[config.mk]
export PLATFORM = sky130hd
export DESIGN_NAME = vga_scanout
export DESIGN_NICKNAME = d
export VERILOG_FILES = /design/src/rtl/vga_scanout.sv
export SDC_FILE = /design/constraint.sdc
export NUM_CORES = 1
export LEC_CHECK = 0
export ABC_AREA = 1
export CORE_ASPECT_RATIO = 1.25
export CORE_UTILIZATION = 54
export CTS_BUF_LIST = sky130_fd_sc_hd__clkbuf_4 sky130_fd_sc_hd__clkbuf_8
export CTS_CLUSTER_DIAMETER = 200
export CTS_CLUSTER_SIZE = 8
export DETAILED_ROUTE_END_ITERATION = 6
export PLACE_DENSITY = 0.83
export SYNTH_ARGS = -nofsm -noshare
export SYNTH_HDL_FRONTEND = slang
export SYNTH_SLANG_ARGS = --single-unit
[constraint.sdc]
create_clock -name clk -period 3.4 [get_ports clk]
set_input_delay 0.34 -clock clk [delete_from_list [all_inputs] [get_ports clk]]
set_output_delay 0.34 -clock clk [all_outputs]
set_load 0.02 [all_outputs]
[src/rtl/vga_scanout.sv]
// vga_scanout: 640x480 VGA timing generator with 2x line-doubled scan-out.
// Counters run on the pixel clock. One line-fetch request per source line
// (plus a trailing dummy) goes to the frame-buffer controller. BGR555 read
// data is expanded to 24-bit RGB through a 2-stage registered pipeline that
// also delays hsync/vsync/de so they stay aligned with the pixels.
// Optional build macro SCANLINE_EN halves odd display lines in the picture.
module vga_scanout #(
  parameter int H_ACTIVE = 640,
  parameter int H_FP     = 16,
  parameter int H_SYNC   = 96,
  parameter int H_BP     = 48,
  parameter int V_ACTIVE = 480,
  parameter int V_FP     = 10,
  parameter int V_SYNC   = 2,
  parameter int V_BP     = 33,
  parameter int SRC_W    = 256,
  parameter int SRC_H    = 224,
  parameter int X_OFS    = 64,
  parameter int Y_OFS    = 16,
  parameter int REQ_LEN  = 1
) (
  input  logic        clk,
  input  logic        reset,
  output logic        r_req,
  output logic [8:0]  r_y,
  output logic [8:0]  r_x,
  input  logic [14:0] r_color,
  output logic [7:0]  vga_r,
  output logic [7:0]  vga_g,
  output logic [7:0]  vga_b,
  output logic        vga_hs,
  output logic        vga_vs,
  output logic        vga_de
);

  localparam int H_TOTAL = H_ACTIVE + H_FP + H_SYNC + H_BP;
  localparam int V_TOTAL = V_ACTIVE + V_FP + V_SYNC + V_BP;

  localparam logic [9:0] H_LAST    = 10'(H_TOTAL - 1);
  localparam logic [9:0] V_LAST    = 10'(V_TOTAL - 1);
  localparam logic [9:0] H_ACT     = 10'(H_ACTIVE);
  localparam logic [9:0] V_ACT     = 10'(V_ACTIVE);
  localparam logic [9:0] HS_BEG    = 10'(H_ACTIVE + H_FP);
  localparam logic [9:0] HS_END    = 10'(H_ACTIVE + H_FP + H_SYNC);
  localparam logic [9:0] VS_BEG    = 10'(V_ACTIVE + V_FP);
  localparam logic [9:0] VS_END    = 10'(V_ACTIVE + V_FP + V_SYNC);
  localparam logic [9:0] X_BEG     = 10'(X_OFS);
  localparam logic [9:0] X_END     = 10'(X_OFS + 2 * SRC_W);
  localparam logic [9:0] Y_BEG     = 10'(Y_OFS);
  localparam logic [9:0] Y_END     = 10'(Y_OFS + 2 * SRC_H);
  // Request j lands on line Y_OFS+2j-3 so source line k is readable
  // before display line Y_OFS+2k; j=SRC_H is the dummy that retires the last line.
  localparam logic [9:0] REQ_FIRST = 10'(Y_OFS - 3);
  localparam logic [9:0] REQ_LAST  = 10'(Y_OFS + 2 * SRC_H - 3);
  localparam logic [9:0] REQ_H_END = 10'(H_ACTIVE + REQ_LEN);
  localparam logic [8:0] SRC_H_Y   = 9'(SRC_H);

  // Stage 0 state: counters and request outputs
  logic [9:0] hcnt_q, hcnt_d;
  logic [9:0] vcnt_q, vcnt_d;
  logic       r_req_q, r_req_d;
  logic [8:0] r_y_q, r_y_d;
  logic [9:0] req_off;
  logic [8:0] req_idx;
  logic       req_line;

  // Stage 1 state
  logic [8:0] r_x_q, r_x_d;
  logic       pic1_q, pic1_d;
  logic       hs1_q, hs1_d;
  logic       vs1_q, vs1_d;
  logic       de1_q, de1_d;
`ifdef SCANLINE_EN
  logic       odd1_q;
`endif

  // Stage 2 state (module outputs)
  logic [7:0] r_q, g_q, b_q;
  logic [7:0] r_d, g_d, b_d;
  logic       hs_q, vs_q, de_q;

  // Next counter position and the request decode evaluated against it, so
  // r_req/r_y are registered yet line up with the counter they belong to.
  always_comb begin
    hcnt_d = hcnt_q + 10'd1;
    vcnt_d = vcnt_q;
    if (hcnt_q == H_LAST) begin
      hcnt_d = '0;
      vcnt_d = (vcnt_q == V_LAST) ? 10'd0 : vcnt_q + 10'd1;
    end
    req_off  = vcnt_d - REQ_FIRST;
    req_idx  = 9'(req_off >> 1);
    req_line = (vcnt_d >= REQ_FIRST) && (vcnt_d <= REQ_LAST) && !req_off[0];
    r_req_d  = req_line && (hcnt_d >= H_ACT) && (hcnt_d < REQ_H_END);
    r_y_d    = r_y_q;
    if (req_line && (hcnt_d == H_ACT))
      r_y_d = (req_idx == SRC_H_Y) ? 9'd0 : req_idx;
  end

  // Stage 0 registers: raster counters and line-fetch request
  always_ff @(posedge clk or posedge reset) begin
    if (reset) begin
      hcnt_q  <= '0;
      vcnt_q  <= '0;
      r_req_q <= 1'b0;
      r_y_q   <= '0;
    end else begin
      hcnt_q  <= hcnt_d;
      vcnt_q  <= vcnt_d;
      r_req_q <= r_req_d;
      r_y_q   <= r_y_d;
    end
  end

  // Stage 1 decode: read-buffer column, picture flag and raw syncs
  always_comb begin
    pic1_d = (hcnt_q >= X_BEG) && (hcnt_q < X_END) &&
             (vcnt_q >= Y_BEG) && (vcnt_q < Y_END);
    r_x_d  = pic1_d ? 9'((hcnt_q - X_BEG) >> 1) : 9'd0;
    hs1_d  = !((hcnt_q >= HS_BEG) && (hcnt_q < HS_END));
    vs1_d  = !((vcnt_q >= VS_BEG) && (vcnt_q < VS_END));
    de1_d  = (hcnt_q < H_ACT) && (vcnt_q < V_ACT);
  end

  // Stage 1 registers: drive r_x and delay control flags by one clock
  always_ff @(posedge clk or posedge reset) begin
    if (reset) begin
      r_x_q  <= '0;
      pic1_q <= 1'b0;
      hs1_q  <= 1'b1;
      vs1_q  <= 1'b1;
      de1_q  <= 1'b0;
`ifdef SCANLINE_EN
      odd1_q <= 1'b0;
`endif
    end else begin
      r_x_q  <= r_x_d;
      pic1_q <= pic1_d;
      hs1_q  <= hs1_d;
      vs1_q  <= vs1_d;
      de1_q  <= de1_d;
`ifdef SCANLINE_EN
      odd1_q <= vcnt_q[0];
`endif
    end
  end

  // Stage 2 colour expansion: 5-bit channel -> 8 bits by replicating MSBs
  always_comb begin
    r_d = 8'd0;
    g_d = 8'd0;
    b_d = 8'd0;
    if (pic1_q) begin
      r_d = {r_color[4:0],   r_color[4:2]};
      g_d = {r_color[9:5],   r_color[9:7]};
      b_d = {r_color[14:10], r_color[14:12]};
`ifdef SCANLINE_EN
      if (odd1_q) begin
        r_d = r_d >> 1;
        g_d = g_d >> 1;
        b_d = b_d >> 1;
      end
`endif
    end
  end

  // Stage 2 registers: pixel data and syncs leave together
  always_ff @(posedge clk or posedge reset) begin
    if (reset) begin
      r_q  <= '0;
      g_q  <= '0;
      b_q  <= '0;
      hs_q <= 1'b1;
      vs_q <= 1'b1;
      de_q <= 1'b0;
    end else begin
      r_q  <= r_d;
      g_q  <= g_d;
      b_q  <= b_d;
      hs_q <= hs1_q;
      vs_q <= vs1_q;
      de_q <= de1_q;
    end
  end

  assign r_req  = r_req_q;
  assign r_y    = r_y_q;
  assign r_x    = r_x_q;
  assign vga_r  = r_q;
  assign vga_g  = g_q;
  assign vga_b  = b_q;
  assign vga_hs = hs_q;
  assign vga_vs = vs_q;
  assign vga_de = de_q;

endmodule

==> metrics list <==
- Across all register-to-register paths, the minimum setup slack is 560 ps.
* Series of cell instances along the critical path: inv_1 -> ha_1 -> nand3_2 -> inv_2 -> nand2_1 -> nand2_1 -> nand2_1 -> ha_1 -> inv_1 -> nand3_1 -> o21ai_2 -> nand2_1 -> nand3_2 -> nand3_4 -> nor2_1 -> nand2_1 -> nand2_1
* Vias per std cell: 5.17
- The final reports fail on DRC.
* Routed length per instance: 12.9 um
- The largest total area in the synthesized netlist belongs to sky130_fd_sc_hd__dfrtp_1.
- At the worst endpoint, the required time is 3700 ps.
* Proportion of synthesized chip area in sequential cells: 47.5%
* Leading cell types by total area after synthesis: sky130_fd_sc_hd__dfrtp_1 (44%), sky130_fd_sc_hd__nand2_1 (12%), sky130_fd_sc_hd__inv_1 (7.9%)
- For the worst-skew pair, the clock arrives at the later sink with an insertion delay of 350 ps.
- Critical path endpoint: r_y[6]
- The number of nets in the synthesized netlist is 431.
- Endpoint kind of the worst setup timing path: register
* Worst slew pin tran: 832 ps
* # resized after CTS: 0
- Post-DP HPWL: 5220 um
- Fraction of synthesized cell area in xor and xnor cells: 1.09%
* Number of cells on the worst reg-to-reg path: 17
* Launching instance or port of the critical path: hcnt_q[6]
* Width of the die: 71.1 um
- Synthesis handed over a netlist of 402 instances.
* Leakage power figure: 0.00217 uW
* Number of nets with antenna violations after routing: 0
* Max-Slew Margin vs Limit: 44.4%
* Hold path depth: 0
- Number of global-route vias before repair: 2,620
- Setup repair after global routing left no endpoint under its margin.
- Outcome: finished, violations left
* Post-Synthesis Mean Instance Area: 8.02 um2
* Multiplexer area fraction after synthesis: 0%
* Core box area: 0.00578 mm2
- Number of endpoints with negative hold slack in the final report: 0
- Reg2Reg Capture Point: r_y[6]
- The largest individual stage delay along the critical path comes from the cell sky130_fd_sc_hd__dfrtp_1.
* PortBufs: 62
- Die outline area: 0.00629 mm2
- At the end of routability-driven placement, the weighted congestion stood at 0.892.
- In this design, the critical path's most frequently occurring cell is sky130_fd_sc_hd__nand2_1.
- In this run, the number of DRC markers left after iteration 0 of detailed routing was 149.
* Simple logic cell fraction of the synthesized area: 31.3%
- On the final layout, the worst clock skew is 9.55 ps.
- Final-stage net count: 493
* Delay contributed by the slowest stage of the critical path: 430 ps
- The number of antenna diodes in the final layout is 0.
* Die H: 88.4 um
* Number of storage elements in the synthesis netlist: 61
* Setup TNS: 0 ps
- First-pass DRT Iterations: 7
* Finish-stage setup viols: 0
- Remaining global-route overflow: 0
- Setup CP Type: reg -> reg
- Number of buffers added to fix hold violations after cts: 0
- Hold timing on the final database bottoms out at a slack of 355 ps.
- Number of top-level design ports: 63
- The initial utilization of the core area, before any placement, comes to 55.8%.
* Register clock-pin slew on the reported worst setup and hold paths: 70 ps
* F_max: 0.352 GHz
* Logic depth of the worst path, buffers included: 17
* Adder and majority cell fraction of the synthesized area: 4.65%
- Startpoint types: register
- Post-synthesis compound-gate area fraction: 4.54%
- Pwr dens: 326 mW/mm2
- CTS Buffer Depth: 2
- Across all layers, the routed design uses 2,767 vias.
- Pin count of the biggest net entering global routing: 42
- With fillers left out, the area of the finished cells amounts to 0.00402 mm2.
* Clock Sinks: 61
* Number of antenna violations at the first check in global routing: 0
- Top Family by Delay on Critical Path: simple AND/OR/NAND/NOR gates
- The floorplan has 31 rows.
* Peak VDD IR: 0.258 mV
- Clock Root Buffer: sky130_fd_sc_hd__clkbuf_8
- Level count of the clock H-tree: 3
- Dpl cell area: 0.00385 mm2
* Tcrit/Tclk final: 83.6%
* Arrival time at the worst endpoint: 3140 ps
* Number of buffer and inverter instances along the worst setup path: 3
- Count of buffers added by post-CTS timing repair for setup: 0
- The final layout contains routed wiring with a total length of 6900 um.
- Wire length of the first global-routing pass: 11,600 um
- All-layer global routing usage: 24.3%
- Relative to the synthesized area, the layout overhead comes to 24.5%.
- For this run, design rule violations remaining after detail routing come to 10.
- In this run the worst hold path is classified as reg -> reg.
* Reg2reg start: hcnt_q[6]
* Yosys Warn Count: 0
* Cell area after synthesis: 0.00323 mm2
- The tool flagged a number of max-cap violations equal to 0.
* Largest fanout on the critical path: 17
- Number of distinct library cells after synthesis: 32
- TritonCTS clock tree: done
* Clock buffers created by TritonCTS: 9
- Main combinational cell family by area after synthesis: simple AND/OR/NAND/NOR gates
- Subtracting the final worst setup slack from the clock period gives 2840 ps.
- In this run the biggest area consumer among cell types represents 44.2% of the synthesized area.
- The final max-slew violation count was 0.
* Fraction of layout instances using a drive strength above 1: 10.0%
==> registers in the layout, summed over array words and instances (netlist names), 5 cells and up <==
| register | count |
|---|---|
| vcnt_q | 10 |
| vga_r | 5 |
| r_y | 9 |
| hcnt_q | 10 |
| vga_g | 5 |
| r_x | 9 |
| vga_b | 5 |
==> cell usage after synthesis, drive strengths merged <==
master	number
a21oi	4
a31oi	1
nand3	37
nand4	11
dfstp	4
inv	70
o21ai	16
or2	2
clkbuf	1
a311oi	1
nor3	8
xor2	4
nor2	49
ha	12
clkinv	1
nor3b	1
dfrtp	57
buf	11
o2111ai	1
nand2	111
==> area by class of cell <==
type / count / area, um2
tap: 66 / 82.6
timing repair buffer: 63 / 628
sequential: 61 / 1530
inverter: 71 / 267
fill: 504 / 1760
clock buffer: 11 / 139
multi-input combinational: 258 / 1340
clock inverter: 5 / 27.5
==> per-layer routing <==
layer	share of wire (%)	global-route usage, %
met1	41	27.7
met2	50	42.1
met3	7.0	6.95
met4	2.0	12.5
met5	0	0
==> layout by cell type, fill, tap and decap left out, types with 2 or more instances in the layout <==
master / synthesis / layout
sky130_fd_sc_hd__dfstp_2: 4 / 4
sky130_fd_sc_hd__nand3_2: 4 / 4
sky130_fd_sc_hd__clkinv_2: 0 / 4
sky130_fd_sc_hd__nor2_1: 44 / 44
sky130_fd_sc_hd__nor3_1: 7 / 7
sky130_fd_sc_hd__clkdlybuf4s50_1: 0 / 62
sky130_fd_sc_hd__nand3_1: 31 / 31
sky130_fd_sc_hd__nand4_1: 11 / 11
sky130_fd_sc_hd__inv_2: 2 / 3
sky130_fd_sc_hd__dfrtp_1: 57 / 57
sky130_fd_sc_hd__nor2_2: 2 / 2
sky130_fd_sc_hd__xor2_1: 4 / 4
sky130_fd_sc_hd__nand2_1: 107 / 107
sky130_fd_sc_hd__inv_1: 68 / 67
sky130_fd_sc_hd__nor2_4: 3 / 3
sky130_fd_sc_hd__nand2_2: 4 / 4
sky130_fd_sc_hd__a21oi_1: 4 / 4
sky130_fd_sc_hd__clkbuf_8: 0 / 9
sky130_fd_sc_hd__o21ai_0: 9 / 9
sky130_fd_sc_hd__nand3_4: 2 / 2
sky130_fd_sc_hd__o21ai_2: 6 / 6
sky130_fd_sc_hd__clkbuf_4: 0 / 2
sky130_fd_sc_hd__ha_1: 12 / 12
==> power breakdown <==
part | total (uW) | internal [uW] | leakage [uW] | switching (uW)
registers | 726 | 726 | 0.000814 | 0
clock network | 551 | 275 | 0.0000897 | 277
logic | 32.7 | 16.7 | 0.00127 | 16.0
total | 1310 | 1020 | 0.00217 | 293
==> logic make-up after synthesis <==
family | after synthesis
xor+xnor | 4
fa+ha+maj | 12
simple gates | 219
flops | 61
compound gates | 23
buf+inv | 83
==> per-stage QoR <==
step	util (%)	setup WS, ps	cells	power [uW]
global placement	66.6	710	519	773
CTS	69.5	546	535	1320
finish	69.5	557	535	1310
global route	69.5	207	535	1360
floorplan	-	872	402	750
detailed placement	66.6	549	519	773
==> how the worst min path moves through the flow <==
stage,from,end,slack [ps]
2_1_floorplan,de1_q,vga_de,330
3_3_place_gp,de1_q,vga_de,330
3_5_place_dp,de1_q,vga_de,340
4_1_cts,de1_q,vga_de,360
5_1_grt,vs1_q,vga_vs,370
6_report,de1_q,vga_de,360
(Power assumes the default switching activity.)
